[src/rtl/axis_arb_pkg.sv]
// Shared arbitration types and the rotate-priority pick used by the stream arbiters.
package axis_arb_pkg;

    typedef enum logic {
        IDLE   = 1'b0,
        STREAM = 1'b1
    } state_t;

    localparam int RR_MAX_SRC = 64;

    // First set bit of elig scanning ptr+1, ptr+2, ... modulo n; 0 when none is set.
    function automatic int rr_next(
        input logic [RR_MAX_SRC-1:0] elig,
        input int                    ptr,
        input int                    n
    );
        int   pick;
        int   idx;
        logic found;
        pick  = 0;
        found = 1'b0;
        for (int i = 1; i <= RR_MAX_SRC; i++) begin
            idx = (ptr + i) % n;
            if (i <= n && !found && elig[idx[5:0]]) begin
                pick  = idx;
                found = 1'b1;
            end
        end
        return pick;
    endfunction

endpackage

[src/rtl/axis_rr_picker.sv]
// Combinational round-robin pick over the eligible sources, starting after ptr.
module axis_rr_picker
    import axis_arb_pkg::*;
#(
    parameter int N_SRC = 4,
    parameter int ID_W  = $clog2(N_SRC)
) (
    input  logic [N_SRC-1:0] eligible,
    input  logic [ID_W-1:0]  ptr,
    output logic [ID_W-1:0]  grant_idx,
    output logic             any
);

    logic [RR_MAX_SRC-1:0] elig_wide;

    always_comb begin
        elig_wide              = '0;
        elig_wide[N_SRC-1:0]   = eligible;
    end

    assign grant_idx = ID_W'(rr_next(elig_wide, int'(ptr), N_SRC));
    assign any       = |eligible;

endmodule

[src/rtl/axis_rr_arbiter.sv]
// Round-robin merge of N_SRC AXI-Stream producers, bursts of up to BURST beats per grant.
//   state  | meaning
//   IDLE   | bubble cycle: pick next eligible source after ptr, track all-done
//   STREAM | forward source sel until BURST beats or its done with no beat
module axis_rr_arbiter
    import axis_arb_pkg::*;
#(
    parameter  int D_W   = 32,
    parameter  int N_SRC = 4,
    parameter  int BURST = 8,
    localparam int ID_W  = $clog2(N_SRC)
) (
    input  logic                   clk,
    input  logic                   rst,
    input  logic [N_SRC-1:0]       s_axis_valid,
    input  logic [N_SRC*D_W-1:0]   s_axis_data,
    output logic [N_SRC-1:0]       s_axis_ready,
    input  logic [N_SRC-1:0]       s_done,
    output logic                   m_axis_valid,
    output logic [D_W-1:0]         m_axis_data,
    output logic [ID_W-1:0]        m_axis_id,
    output logic                   m_axis_last,
    input  logic                   m_axis_ready,
    output logic                   done
);

    localparam int                CNT_W    = $clog2(BURST + 1);
    localparam logic [CNT_W-1:0]  CNT_LAST = CNT_W'(BURST - 1);
    localparam logic [ID_W-1:0]   PTR_RST  = ID_W'(N_SRC - 1);

    state_t            state, state_n;
    logic [ID_W-1:0]   sel, sel_n, ptr, ptr_n, grant_idx;
    logic [CNT_W-1:0]  cnt, cnt_n;
    logic              done_r, done_n;
    logic              any_elig, streaming, xfer;

    axis_rr_picker #(.N_SRC(N_SRC), .ID_W(ID_W)) u_picker (
        .eligible  (s_axis_valid & ~s_done),
        .ptr       (ptr),
        .grant_idx (grant_idx),
        .any       (any_elig)
    );

    // Gating with rst keeps any beat from being accepted in the reset cycle.
    assign streaming = (state == STREAM) && !rst;

    always_comb begin
        m_axis_valid = 1'b0;
        m_axis_data  = '0;
        m_axis_last  = 1'b0;
        s_axis_ready = '0;
        if (streaming) begin
            m_axis_valid      = s_axis_valid[sel];
            m_axis_data       = s_axis_data[int'(sel)*D_W +: D_W];
            s_axis_ready[sel] = m_axis_ready;
            m_axis_last       = s_axis_valid[sel] && (cnt == CNT_LAST);
        end
    end

    assign xfer = m_axis_valid && m_axis_ready;

    always_comb begin
        state_n = state;
        sel_n   = sel;
        ptr_n   = ptr;
        cnt_n   = cnt;
        done_n  = done_r;
        case (state)
            IDLE: begin
                if (&s_done) done_n = 1'b1;
                if (any_elig) begin
                    sel_n   = grant_idx;
                    cnt_n   = '0;
                    state_n = STREAM;
                end
            end
            STREAM: begin
                // A beat accepted alongside done still counts; only the count ends such a cycle.
                if (xfer) begin
                    cnt_n = cnt + 1'b1;
                    if (cnt == CNT_LAST) begin
                        state_n = IDLE;
                        ptr_n   = sel;
                    end
                end else if (s_done[sel]) begin
                    state_n = IDLE;
                    ptr_n   = sel;
                end
            end
            default: state_n = IDLE;
        endcase
    end

    always_ff @(posedge clk) begin
        if (rst) begin
            state  <= IDLE;
            sel    <= '0;
            ptr    <= PTR_RST;
            cnt    <= '0;
            done_r <= 1'b0;
        end else begin
            state  <= state_n;
            sel    <= sel_n;
            ptr    <= ptr_n;
            cnt    <= cnt_n;
            done_r <= done_n;
        end
    end

    assign m_axis_id = sel;
    assign done      = done_r;

endmodule

[config.mk]
export PLATFORM = sky130hd
export DESIGN_NAME = axis_rr_arbiter
export DESIGN_NICKNAME = d
export VERILOG_FILES = /design/src/rtl/axis_arb_pkg.sv /design/src/rtl/axis_rr_picker.sv /design/src/rtl/axis_rr_arbiter.sv
export SDC_FILE = /design/constraint.sdc
export NUM_CORES = 1
export LEC_CHECK = 0
export CAP_MARGIN = 10
export CELL_PAD_IN_SITES_DETAIL_PLACEMENT = 0
export CELL_PAD_IN_SITES_GLOBAL_PLACEMENT = 1
export CORE_MARGIN = 4
export CORE_UTILIZATION = 22
export CTS_CLUSTER_SIZE = 25
export DETAILED_ROUTE_END_ITERATION = 10
export HOLD_SLACK_MARGIN = 0.08
export PLACE_DENSITY = 0.95
export SYNTH_ARGS = -nofsm -noshare
export SYNTH_HDL_FRONTEND = slang
export SYNTH_SLANG_ARGS = --single-unit
[constraint.sdc]
create_clock -name clk -period 3.8 [get_ports clk]
set_input_delay 0.76 -clock clk [delete_from_list [all_inputs] [get_ports clk]]
set_output_delay 0.76 -clock clk [all_outputs]
set_load 0.02 [all_outputs]
# ---- Word level (Yosys, flattened, before mapping)
# Index checks and enable logic that the tools add are counted.
# W data, S select, Z words.
dict set report classes {
  add_sub_neg 5
  mul 0
  n_div 0
  n_lt_le_gt_ge 6
  eq_ne 4
  n_shift 1
  n_mux 36
  n_bitwise 8
  n_reduce_logical 21
}
# cell count
set ops {}
lappend ops {{$shiftx A128 B8 Y32} 1}
lappend ops {{$mux W32} 1}
lappend ops {{$lt A6 B7 Y1 const B} 4}
lappend ops {{$mux W1} 16}
lappend ops {{$mux W2} 7}
lappend ops {{$bmux W1 S3} 4}
lappend ops {{$mux W4} 3}
lappend ops {{$and A4 B4 Y4} 2}
lappend ops {{$pmux W4 S2} 1}
lappend ops {{$reduce_or A2 Y1} 4}
lappend ops {{$logic_and A1 B1 Y1} 7}
lappend ops {{$reduce_and A5 Y1} 1}
lappend ops {{$add A2 B1 Y2 const B} 2}
lappend ops {{$add A2 B2 Y2 const B} 2}
lappend ops {{$add A4 B1 Y4 const B} 1}
lappend ops {{$and A1 B1 Y1 const A} 4}
lappend ops {{$bmux W1 S2} 2}
lappend ops {{$eq A4 B3 Y1 const B} 1}
lappend ops {{$logic_not A1 Y1} 4}
lappend ops {{$ne A2 B1 Y1 const B} 2}
lappend ops {{$not A4 Y4} 1}
lappend ops {{$reduce_and A2 Y1} 2}
lappend ops {{$reduce_or A4 Y1} 1}
lappend ops {{$lt A2 B3 Y1 const B} 1}
lappend ops {{7 further kinds} 7}
dict set report totals {
  ff_bits 10
  latchBits 0
  ram_bits 0
  mem_bits_ro 0
  input_bits 139
  out_inout_bits 41
  mem_count 0
}

# ---- Longest topological paths before layout
# Gate-level depths: netlist of the first run.
dict set report depth {
  depth_word 15
  depth_mapped 6
  mapped_depth_nobuf 5
}

# ---- By module
# Synthesis of the first run repeated with hierarchy kept, for this count alone.
dict set report hier_totals {
  hier_cells 166
  area_unflattened_um2 1721.7
}
# module n_inst cells_per_inst area_per_inst_um2 seq_area_each_um2
set by_module_without_submodules {}
lappend by_module_without_submodules {axis_rr_arbiter 1 152 1640.3 200.2}
lappend by_module_without_submodules {axis_rr_picker 1 14 81.3 0.0}

# ---- Worst setup path after synthesis of the first run
# Ideal clock, no wire load.
dict set report synth_path {
  path_type {register to output}
  from {reg sel[0] (netlist: m_axis_id[0])}
  to {out m_axis_data[10]}
  arrival_ns 1.706
  required_time_ns 3.040
  path_slack_ns 1.334
  path_stages_with_launch 6
  n_path_buf 3
  cell_sequence {dfxtp_1 -> buf_6 -> buf_6 -> buf_4 -> mux4_2 -> and2_1}
}
dict set report synth_via {
  elab_chain_len 2
}
# element line
set synth_lines {}
lappend synth_lines {{start: declaration} axis_rr_arbiter.sv:32} ;# logic [ID_W-1:0] sel, sel_n, ptr, ptr_n, grant_idx;
lappend synth_lines {{start signal: assignment} axis_rr_arbiter.sv:103} ;# sel <= sel_n;
lappend synth_lines {{$shiftx A128 B8 Y32} axis_rr_arbiter.sv:54} ;# m_axis_data = s_axis_data[int'(sel)*D_W +: D_W];
lappend synth_lines {{$mux W32} axis_rr_arbiter.sv:52} ;# if (streaming) begin
lappend synth_lines {{end: declaration} axis_rr_arbiter.sv:20} ;# output logic [D_W-1:0] m_axis_data,
# No other way between the ends.

# ---- Worst setup path in the final report of the first run
dict set report layout_path {
  from {in s_axis_valid[0]}
  to {out m_axis_last}
}
dict set report layout_via {
  elab_chain_len 4
}
# element line
set layout_lines {}
lappend layout_lines {{start: declaration} axis_rr_arbiter.sv:15} ;# input logic [N_SRC-1:0] s_axis_valid,
lappend layout_lines {{$bmux W1 S2} axis_rr_arbiter.sv:56} ;# m_axis_last = s_axis_valid[sel] && (cnt == CNT_LAST);
lappend layout_lines {{$mux W1 (not written as such)} axis_rr_arbiter.sv:56}
lappend layout_lines {{$logic_and A1 B1 Y1} axis_rr_arbiter.sv:56}
lappend layout_lines {{$mux W1} axis_rr_arbiter.sv:52}
lappend layout_lines {{end: declaration} axis_rr_arbiter.sv:22} ;# output logic m_axis_last,
# No other way between the ends. The select of a mux whose other input is x is not followed.

==> impl_metrics.json, run 1 <==
{
  "status": "complete, no violations",
  "antenna_cells": 0,
  "relSlewSlack": 0.409,
  "die_h_um": 97.8,
  "synth_edf_count": 0,
  "antenna_found_initial": 0,
  "fin_worst_skew_ps": 2.55,
  "pwr-share-seq": 0.197,
  "max_freq_mhz": 311,
  "setup_tns_ps": 0,
  "post_drt_wl_per_cell_um": 18.6,
  "worst_slew_pin_slew_ps": 886,
  "drv_cap": 0,
  "p_sw_uw": 209,
  "synth_top_area_cell": "mux4_2",
  "utilization": 0.478,
  "p_per_area_nw_per_um2": 184,
  "hold_depth": 2,
  "die_w_um": 97.8,
  "finalHoldViolations": 0,
  "path_max_fanout": 4,
  "clockPowerShare": 0.162,
  "place.gp.congestion": 0.887,
  "cts_buffer_depth": 2,
  "start_util": 0.228,
  "overflow": 0,
  "yosys.cell_types.count": 42,
  "yosysSeqAreaShare": 0.113,
  "end_kind": "output pin",
  "grt_pass1_wl_mm": 12.2,
  "reg2reg_depth": 6,
  "postCtsResizedCells": 0,
  "worstHoldPathType": "register to register",
  "port_buffers": 179,
  "netlist_instances": 163,
  "drt-total-wl_mm": 8.13,
  "drt-initial-drc-count": 47,
  "clk_pin_slew_ps": 40,
  "io_pins": 180,
  "clk_latency_ps": 240,
  "via_per_inst": 4.81,
  "reg2reg_from": "m_axis_id[1]",
  "crit_path_start": "s_axis_valid[0]",
  "power.leakage_nw": 1.28,
  "ys_ff_latch": 10,
  "grt_setup_unrepaired": "no",
  "cp-start-kind": "primary input",
  "cts_sinks": 10,
  "cts_tree": "built",
  "setup_viol": 0,
  "num_rows": 32,
  "post-cts-setup-buffers": 0,
  "arrival_ps": 2460,
  "grt_max_degree": 39,
  "ant_nets": 0,
  "die_area_um2": 9560,
  "layout_min_cycle_time_ps": 3220,
  "swShare": 0.306,
  "drc": 0,
  "syn_nets": 303,
  "yosys_warnings": 0,
  "stdcell_area_um2": 3710,
  "drive_gt1_frac": 0.167,
  "yosysTopAreaCellShare": 0.406,
  "vias": 2103,
  "post-route-period-util": 0.847,
  "postCtsHoldBufs": 0,
  "worstSetupPathType": "primary input to output pin",
  "min_from": "cnt[1]",
  "clock-root-buffer": "clkbuf_8",
  "grt_pass1_vias": 2239,
  "syn_area_per_cell_um2": 10.9,
  "synth_commonest_cells": "and2_1, mux4_2, dfxtp_1",
  "netlist_top_cells_area": "mux4_2, and2_1, dfxtp_1",
  "dr.pass1.iters": 4,
  "grtUsageTotal": 0.164,
  "synth_ff_type": "dfxtp_1",
  "syn-cell-area_um2": 1770,
  "async_flop_share": 0,
  "dpl-instance-area_um2": 3670,
  "core-area_um2": 7770,
  "syn2layout_area_growth_pct": 109,
  "ctsHtreeMaxLevel": 1,
  "cp_data_required_time_ps": 3040,
  "maxSlewViolCount": 0,
  "dp_hpwl_mm": 6.98,
  "final_nets": 477,
  "comb_power_share": 0.642,
  "cts_buffers": 3,
  "p_int_uw": 473,
  "vdd_drop_max_mv": 0.221
}
[layout make-up]
class / count / area (um^2)
Fill cell: 727 / 4060
Timing Repair Buffer: 184 / 1850
Multi-Input combinational cell: 136 / 1480
Sequential cell: 10 / 203
Tap cell: 102 / 128
Clock buffer: 3 / 41.3
Inverter: 2 / 7.51
[worst max-delay path: stages]
cell,delay [ps]
clkdlybuf4s50_1,450
mux2_4,300
mux2i_1,290
nor3_1,90
clkdlybuf4s50_1,550
[final timing paths]
path                                    end  slack [ps]
worst min-delay path                 cnt[1]         490
worst max-delay path            m_axis_last         580
worst max register to register       ptr[0]        1590
worst min register to register       cnt[1]         490
[kinds of logic (layout without fill, tap and decap cells)]
logic type,count (synthesis),count (layout),synth area share
flip-flops,10,10,0.113
AND/OR/NAND/NOR,72,72,0.255
multiplexers,42,42,0.476
adder cells (fa/ha/maj),1,1,0.00706
AO/OA/AOI/OAI,21,21,0.0932
buffers and inverters,17,189,0.0550
[placed cells by master, fill, tap and decap left out, drive strengths merged, types with 2 or more instances in the layout]
| cell | count |
|---|---|
| and3 | 2 |
| nor2b | 6 |
| inv | 2 |
| o21ai | 4 |
| nor3b | 4 |
| nand2b | 4 |
| clkbuf | 3 |
| a31o | 2 |
| nor3 | 4 |
| a211oi | 2 |
| a21oi | 4 |
| nor2 | 9 |
| nand3b | 3 |
| mux2 | 3 |
| a21o | 2 |
| dfxtp | 10 |
| clkdlybuf4s50 | 179 |
| mux2i | 7 |
| and2 | 33 |
| mux4 | 32 |
| nand2 | 3 |
| buf | 5 |
| a31oi | 2 |
[flip-flops by register name, summed over array words and instances, names as in the netlist]
signal / count
cnt: 4
done: 1
m_axis_id: 2
ptr: 2
state: 1
[power groups by stage]
stage                     Clock (mW)  Combinational (mW)  Sequential, mW
after floorplan                    0               0.229           0.121
after detailed placement           0               0.441           0.137
final                          0.110               0.438           0.134
after global placement             0               0.435           0.136
after CTS                      0.111               0.443           0.135
after global routing           0.117               0.466           0.137
[stage by stage]
step           setup WS, ps  instances  hold slack [ps]  power, mW
2_1_floorplan          1330        163              456      0.349
3_3_place_gp            572        434              473      0.571
3_5_place_dp            556        434              467      0.578
4_1_cts                 556        437              493      0.689
5_1_grt                 494        437              536      0.720
6_report                582        437              493      0.682
[per-layer routing]
layer,part of all wire,GRT usage,vias up
li1,-,-,981
met1,0.37,0.176,1018
met2,0.55,0.319,94
met3,0.060,0.0343,10
met4,0.020,0.0458,0
met5,0,0,-
No activity file was read; power rests on OpenSTA's default activity.
==> run 2, diff against run 1 <==
--- a/config.mk
+++ b/config.mk
@@ -9,11 +9,11 @@
 export CELL_PAD_IN_SITES_DETAIL_PLACEMENT = 0
 export CELL_PAD_IN_SITES_GLOBAL_PLACEMENT = 1
 export CORE_MARGIN = 4
-export CORE_UTILIZATION = 22
+export CORE_UTILIZATION = 18
 export CTS_CLUSTER_SIZE = 25
 export DETAILED_ROUTE_END_ITERATION = 10
 export HOLD_SLACK_MARGIN = 0.08
-export PLACE_DENSITY = 0.95
+export PLACE_DENSITY = 0.84
 export SYNTH_ARGS = -nofsm -noshare
 export SYNTH_HDL_FRONTEND = slang
 export SYNTH_SLANG_ARGS = --single-unit
==> constraint.sdc (replaced) <==
create_clock -name clk -period 2.6 [get_ports clk]
set_input_delay 0.52 -clock clk [delete_from_list [all_inputs] [get_ports clk]]
set_output_delay 0.52 -clock clk [all_outputs]
set_load 0.02 [all_outputs]
==> run 2 against run 1 <==
  * Clock power grew 76%
  * Hold slack got worse by 18 ps
  * Total power is 53% higher
  * Clock skew grew 2.3 ps
  * Setup slack got worse by 440 ps
  * Critical path depth rose by 1
  * Cell area increased by 4.1%
  * Sequential power increased by 35%
  * Routed wire length increased by 2.0%
==> impl_metrics.json, run 2 (synthesized netlist as in run 1, its figures left out) <==
{
  "status": "complete, no violations",
  "pwr-share-seq": 0.173,
  "worstHoldEndpoint": "done",
  "final_nets": 488,
  "power.leakage_nw": 1.54,
  "grt_pass1_wl_mm": 12.1,
  "crit_slowest_cell": "clkdlybuf4s50_1",
  "drc": 0,
  "largest_reg_flops": 4,
  "wirelength_met1_mm": 3.14,
  "syn2layout_area_growth_pct": 118,
  "postCtsHoldBufs": 0,
  "dr.max_layer_used": "met4",
  "drv_cap": 0,
  "max_stage_delay_ps": 510,
  "utilization": 0.410,
  "regMostFlops": "cnt",
  "r2r-end": "ptr[0]",
  "r2r_setup_slack_ps": 610,
  "antenna_cells": 0,
  "die_area_um2": 11500,
  "relSlewSlack": 0.743,
  "post-route-period-util": 0.944,
  "hold_depth": 2,
  "start_util": 0.188,
  "grtUsageTotal": 0.134,
  "setup_viol": 0,
  "ant_nets": 0,
  "dp_hpwl_mm": 7.23,
  "end_kind": "output pin",
  "mostFrequentLayoutCell": "clkdlybuf4s50_1",
  "arrival_ps": 1930,
  "vias": 2118,
  "cts_sinks": 10,
  "drt-initial-drc-count": 69,
  "dr.pass1.iters": 4,
  "min_from": "done",
  "crit_family": "buffers and inverters",
  "grt_max_degree": 34,
  "max_freq_mhz": 407,
  "comb_power_share": 0.641,
  "finalHoldViolations": 0,
  "p_int_uw": 735,
  "cts_buffer_depth": 2,
  "swShare": 0.297,
  "worst_slew_pin_slew_ps": 385,
  "layout_min_cycle_time_ps": 2450,
  "clk_latency_ps": 240,
  "drt-total-wl_mm": 8.29,
  "drive_gt1_frac": 0.196,
  "path_cells": "clkdlybuf4s50_1 > mux2_4 > mux2i_1 > buf_4 > nor3_1 > dlygate4sd2_1",
  "place.gp.congestion": 0.849,
  "cts_buffers": 3,
  "worstSetupPathType": "primary input to output pin",
  "reg2reg_depth": 7,
  "via_per_inst": 4.45,
  "die_w_um": 107,
  "antenna_found_initial": 0,
  "setup_tns_ps": 0,
  "fin_worst_skew_ps": 4.81,
  "path_max_fanout": 4,
  "ctsHtreeMaxLevel": 1,
  "p_per_area_nw_per_um2": 270,
  "grt_setup_unrepaired": "no",
  "num_rows": 35,
  "grt_pass1_vias": 2138,
  "maxSlewViolCount": 0,
  "vdd_drop_max_mv": 0.376,
  "critPathBufInv": 3,
  "clock-root-buffer": "clkbuf_8",
  "clockPowerShare": 0.186,
  "die_h_um": 107,
  "dp_slack_ps": -184,
  "cp_data_required_time_ps": 2080,
  "overflow": 0,
  "setup_slack_ps": 145,
  "p_sw_uw": 310,
  "worstHoldPathType": "register to register",
  "reg2reg_from": "m_axis_id[0]",
  "post_drt_wl_per_cell_um": 17.4,
  "io_pins": 180,
  "port_buffers": 179,
  "core-area_um2": 9420,
  "cts_tree": "built",
  "cp-start-kind": "primary input",
  "final_cell_mix": "clkdlybuf4s50_1, dlygate4sd2_1, mux4_2, and2_1, buf_4",
  "route.met3.wl_um": 745,
  "wl_met2_mm": 4.36,
  "clk_pin_slew_ps": 50
}
run 2: cell count changes in the layout (fill, tap and decap cells not counted):
cell / previous run / this run
buf_12: 2 / 7
buf_4: 3 / 9
clkbuf_8: 3 / 4
clkdlybuf4s50_1: 179 / 141
dfxtp_2: 2 / 1
dfxtp_4: 0 / 1
dlygate4sd2_1: 0 / 37
dlymetal6s2s_1: 0 / 1
run 2: repair_timing:
action                                  CTS  global route
pin swaps                                 0             0
resized for setup                        38             1
buffers inserted                          1             0
endpoints found under the setup margin   37             1
run 2: per-layer routing:
| layer | vias to the layer above | global-route usage |
|---|---|---|
| li1 | 1006 | - |
| met1 | 1016 | 0.157 |
| met2 | 94 | 0.257 |
| met3 | 2 | 0.0319 |
| met4 | 0 | 0.00913 |
| met5 | - | 0 |
run 2: how the worst max path moves through the flow:
stage                     cells past startpoint            start  slack [ps]               to
after global routing                          6  s_axis_valid[0]          20      m_axis_last
after CTS                                     5              rst          10  s_axis_ready[0]
final                                         6  s_axis_valid[0]         150      m_axis_last
after floorplan                               5     m_axis_id[0]         370  m_axis_data[10]
after detailed placement                      6  s_axis_valid[0]        -180      m_axis_last
after global placement                        6  s_axis_valid[0]        -180      m_axis_last
run 2: metrics by stage:
stage / hold slack (ps) / instance area, um^2 / total power, mW / cells
after floorplan: 456 / 1770 / 0.510 / 163
after global placement: 461 / 3840 / 0.874 / 471
after detailed placement: 460 / 3840 / 0.883 / 471
after CTS: 482 / 3860 / 1.06 / 476
after global routing: 512 / 3860 / 1.11 / 476
final: 475 / 3860 / 1.04 / 476
run 2: tightest hold or removal path, stage by stage, from the launching register on:
cell and delay, ps:
dfxtp_1 320, a31oi_1 40, nor2_1 70
run 2: power groups by stage:
| stage | Sequential (mW) | Combinational [mW] | Clock [mW] |
|---|---|---|---|
| 2_1_floorplan | 0.176 | 0.334 | 0 |
| 3_3_place_gp | 0.189 | 0.685 | 0 |
| 3_5_place_dp | 0.189 | 0.694 | 0 |
| 4_1_cts | 0.182 | 0.678 | 0.199 |
| 5_1_grt | 0.183 | 0.718 | 0.208 |
| 6_report | 0.181 | 0.670 | 0.194 |
run 2: layout make-up:
class,instances,area [um^2]
Sequential cell,10,205
Tap cell,129,161
Inverter,2,7.51
Timing Repair Buffer,195,1960
Fill cell,930,5550
Multi-Input combinational cell,136,1480
Clock buffer,4,55.1
==> run 3, diff against run 2 <==
--- a/config.mk
+++ b/config.mk
@@ -9,11 +9,11 @@
 export CELL_PAD_IN_SITES_DETAIL_PLACEMENT = 0
 export CELL_PAD_IN_SITES_GLOBAL_PLACEMENT = 1
 export CORE_MARGIN = 4
-export CORE_UTILIZATION = 18
+export CORE_UTILIZATION = 20
 export CTS_CLUSTER_SIZE = 25
 export DETAILED_ROUTE_END_ITERATION = 10
 export HOLD_SLACK_MARGIN = 0.08
-export PLACE_DENSITY = 0.84
+export PLACE_DENSITY_LB_ADDON = 0.1
 export SYNTH_ARGS = -nofsm -noshare
 export SYNTH_HDL_FRONTEND = slang
 export SYNTH_SLANG_ARGS = --single-unit
==> constraint.sdc (replaced) <==
create_clock -name clk -period 2.7 [get_ports clk]
set_input_delay 0.54 -clock clk [delete_from_list [all_inputs] [get_ports clk]]
set_output_delay 0.54 -clock clk [all_outputs]
set_load 0.02 [all_outputs]
==> run 3 against run 2 <==
  * Clock power about the same
  * Routed wire length grew 6.5%
  * Cell count fell by 4.2%
  * Sequential share of layout area shrank 0.11 points
  * Critical path type unchanged
  * Largest cell class unchanged
==> impl_metrics.json, run 3 (synthesized netlist as in run 1, its figures left out) <==
{
  "die_w_um": 102,
  "grt_max_degree": 34,
  "fin_worst_skew_ps": 2.06,
  "arrival_ps": 2100,
  "final_cell_mix": "clkdlybuf4s50_1, mux4_2, and2_1, dlymetal6s2s_1, buf_4",
  "post-cts-setup-buffers": 0,
  "post_drt_wl_per_cell_um": 19.4,
  "worstSetupPathType": "primary input to output pin",
  "mostFrequentLayoutCell": "clkdlybuf4s50_1",
  "ant_nets": 0,
  "dp_slack_ps": -76.3,
  "crit_top_cell": "clkdlybuf4s50_1",
  "via_per_inst": 4.64,
  "crit_family": "buffers and inverters",
  "antenna_cells": 0,
  "layout_min_cycle_time_ps": 2640,
  "grt_pass1_wl_mm": 13.0,
  "drive_gt1_frac": 0.198,
  "clk_pin_slew_ps": 50,
  "largest_reg_flops": 4,
  "dp_hpwl_mm": 7.46,
  "drt-initial-drc-count": 50,
  "worstHoldPathType": "register to register",
  "path_cells": "clkdlybuf4s50_1 > nor2b_2 > buf_12 > and2_1 > clkdlybuf4s50_1",
  "critPathBufInv": 3,
  "antenna_found_initial": 0,
  "cp_data_required_time_ps": 2160,
  "overflow": 0,
  "setup_slack_ps": 64.8,
  "end_kind": "output pin",
  "post-route-period-util": 0.976,
  "grt_setup_unrepaired": "no",
  "setup_viol": 0,
  "vdd_drop_max_mv": 0.176,
  "status": "complete, no violations",
  "crit_slowest_cell": "clkdlybuf4s50_1",
  "cts_tree": "built",
  "regMostFlops": "cnt",
  "drt-total-wl_mm": 8.83,
  "final_nets": 489,
  "place.gp.congestion": 0.762,
  "clk_latency_ps": 240,
  "io_pins": 180,
  "cp-start-kind": "primary input",
  "r2r_setup_slack_ps": 860,
  "fin_cells": 456,
  "drc": 0,
  "p_per_area_nw_per_um2": 260,
  "relSlewSlack": 0.736,
  "max_freq_mhz": 379,
  "syn2layout_area_growth_pct": 122,
  "die_h_um": 102,
  "cts_buffer_depth": 2,
  "path_max_fanout": 33,
  "finalHoldViolations": 0,
  "core-area_um2": 8680,
  "max_stage_delay_ps": 600,
  "worst_slew_pin_slew_ps": 396,
  "utilization": 0.454,
  "grt_pass1_vias": 2244,
  "clock-root-buffer": "clkbuf_8",
  "drv_cap": 0,
  "vias": 2115,
  "power.leakage_nw": 1.91,
  "cts_sinks": 10,
  "dr.pass1.iters": 4,
  "finalPower_mw": 1.02,
  "maxSlewViolCount": 0,
  "grtUsageTotal": 0.162,
  "dp.cells": 452,
  "hold_slack_ps": 472,
  "num_rows": 34,
  "start_util": 0.204,
  "ctsHtreeMaxLevel": 1,
  "cts_buffers": 3,
  "port_buffers": 179,
  "die_area_um2": 10400
}
==> run 3: metrics by stage <==
stage          cell area (um^2)  TNS [ps]
2_1_floorplan              1770         0
3_3_place_gp               3820      -117
3_5_place_dp               3820      -219
4_1_cts                    3870         0
5_1_grt                    3940         0
6_report                   3940         0
==> run 3: path summary, 6_finish.rpt <==
path	cells after the start	end	start
min	2	done	done
min reg2reg	2	done	done
max reg2reg	6	ptr[0]	m_axis_id[0]
max	5	m_axis_data[27]	rst
==> run 3: power by group <==
part,internal (mW),switching (mW)
combinational,0.435,0.223
sequential,0.158,0.0176
clock,0.129,0.0637
==> run 3: what timing repair did <==
action | CTS | global route
endpoints found under the hold margin | 0 | 0
gates resized for setup | 8 | 30
setup endpoints to repair | 28 | 30
hold buffers | 0 | 0
==> run 3: layout make-up <==
class	instances	area [um^2]
multi-input combinational	136	1480
timing repair buffer	196	2060
sequential	10	205
inverter	2	7.51
clock buffer	4	55.1
tap	108	135
fill	840	4740
==> run 3: layer usage <==
| metal | vias to the layer above | routed length [um] | share of wire | global-route usage |
|---|---|---|---|---|
| li1 | 1006 | - | - | - |
| met2 | 94 | 4790 | 0.54 | 0.319 |
| met1 | 1009 | 3220 | 0.37 | 0.182 |
| met5 | - | 0 | 0 | 0 |
| met4 | 0 | 42 | 0.0048 | 0.0151 |
| met3 | 6 | 774 | 0.088 | 0.0355 |
==> run 3: worst reg2reg max path, delay by kind of cell (launching register included) <==
family | cells | cell delay [ps]
DFF | 1 | 440
buffers and inverters | 1 | 130
muxes | 2 | 530
AOI/OAI and AO/OA | 3 | 630
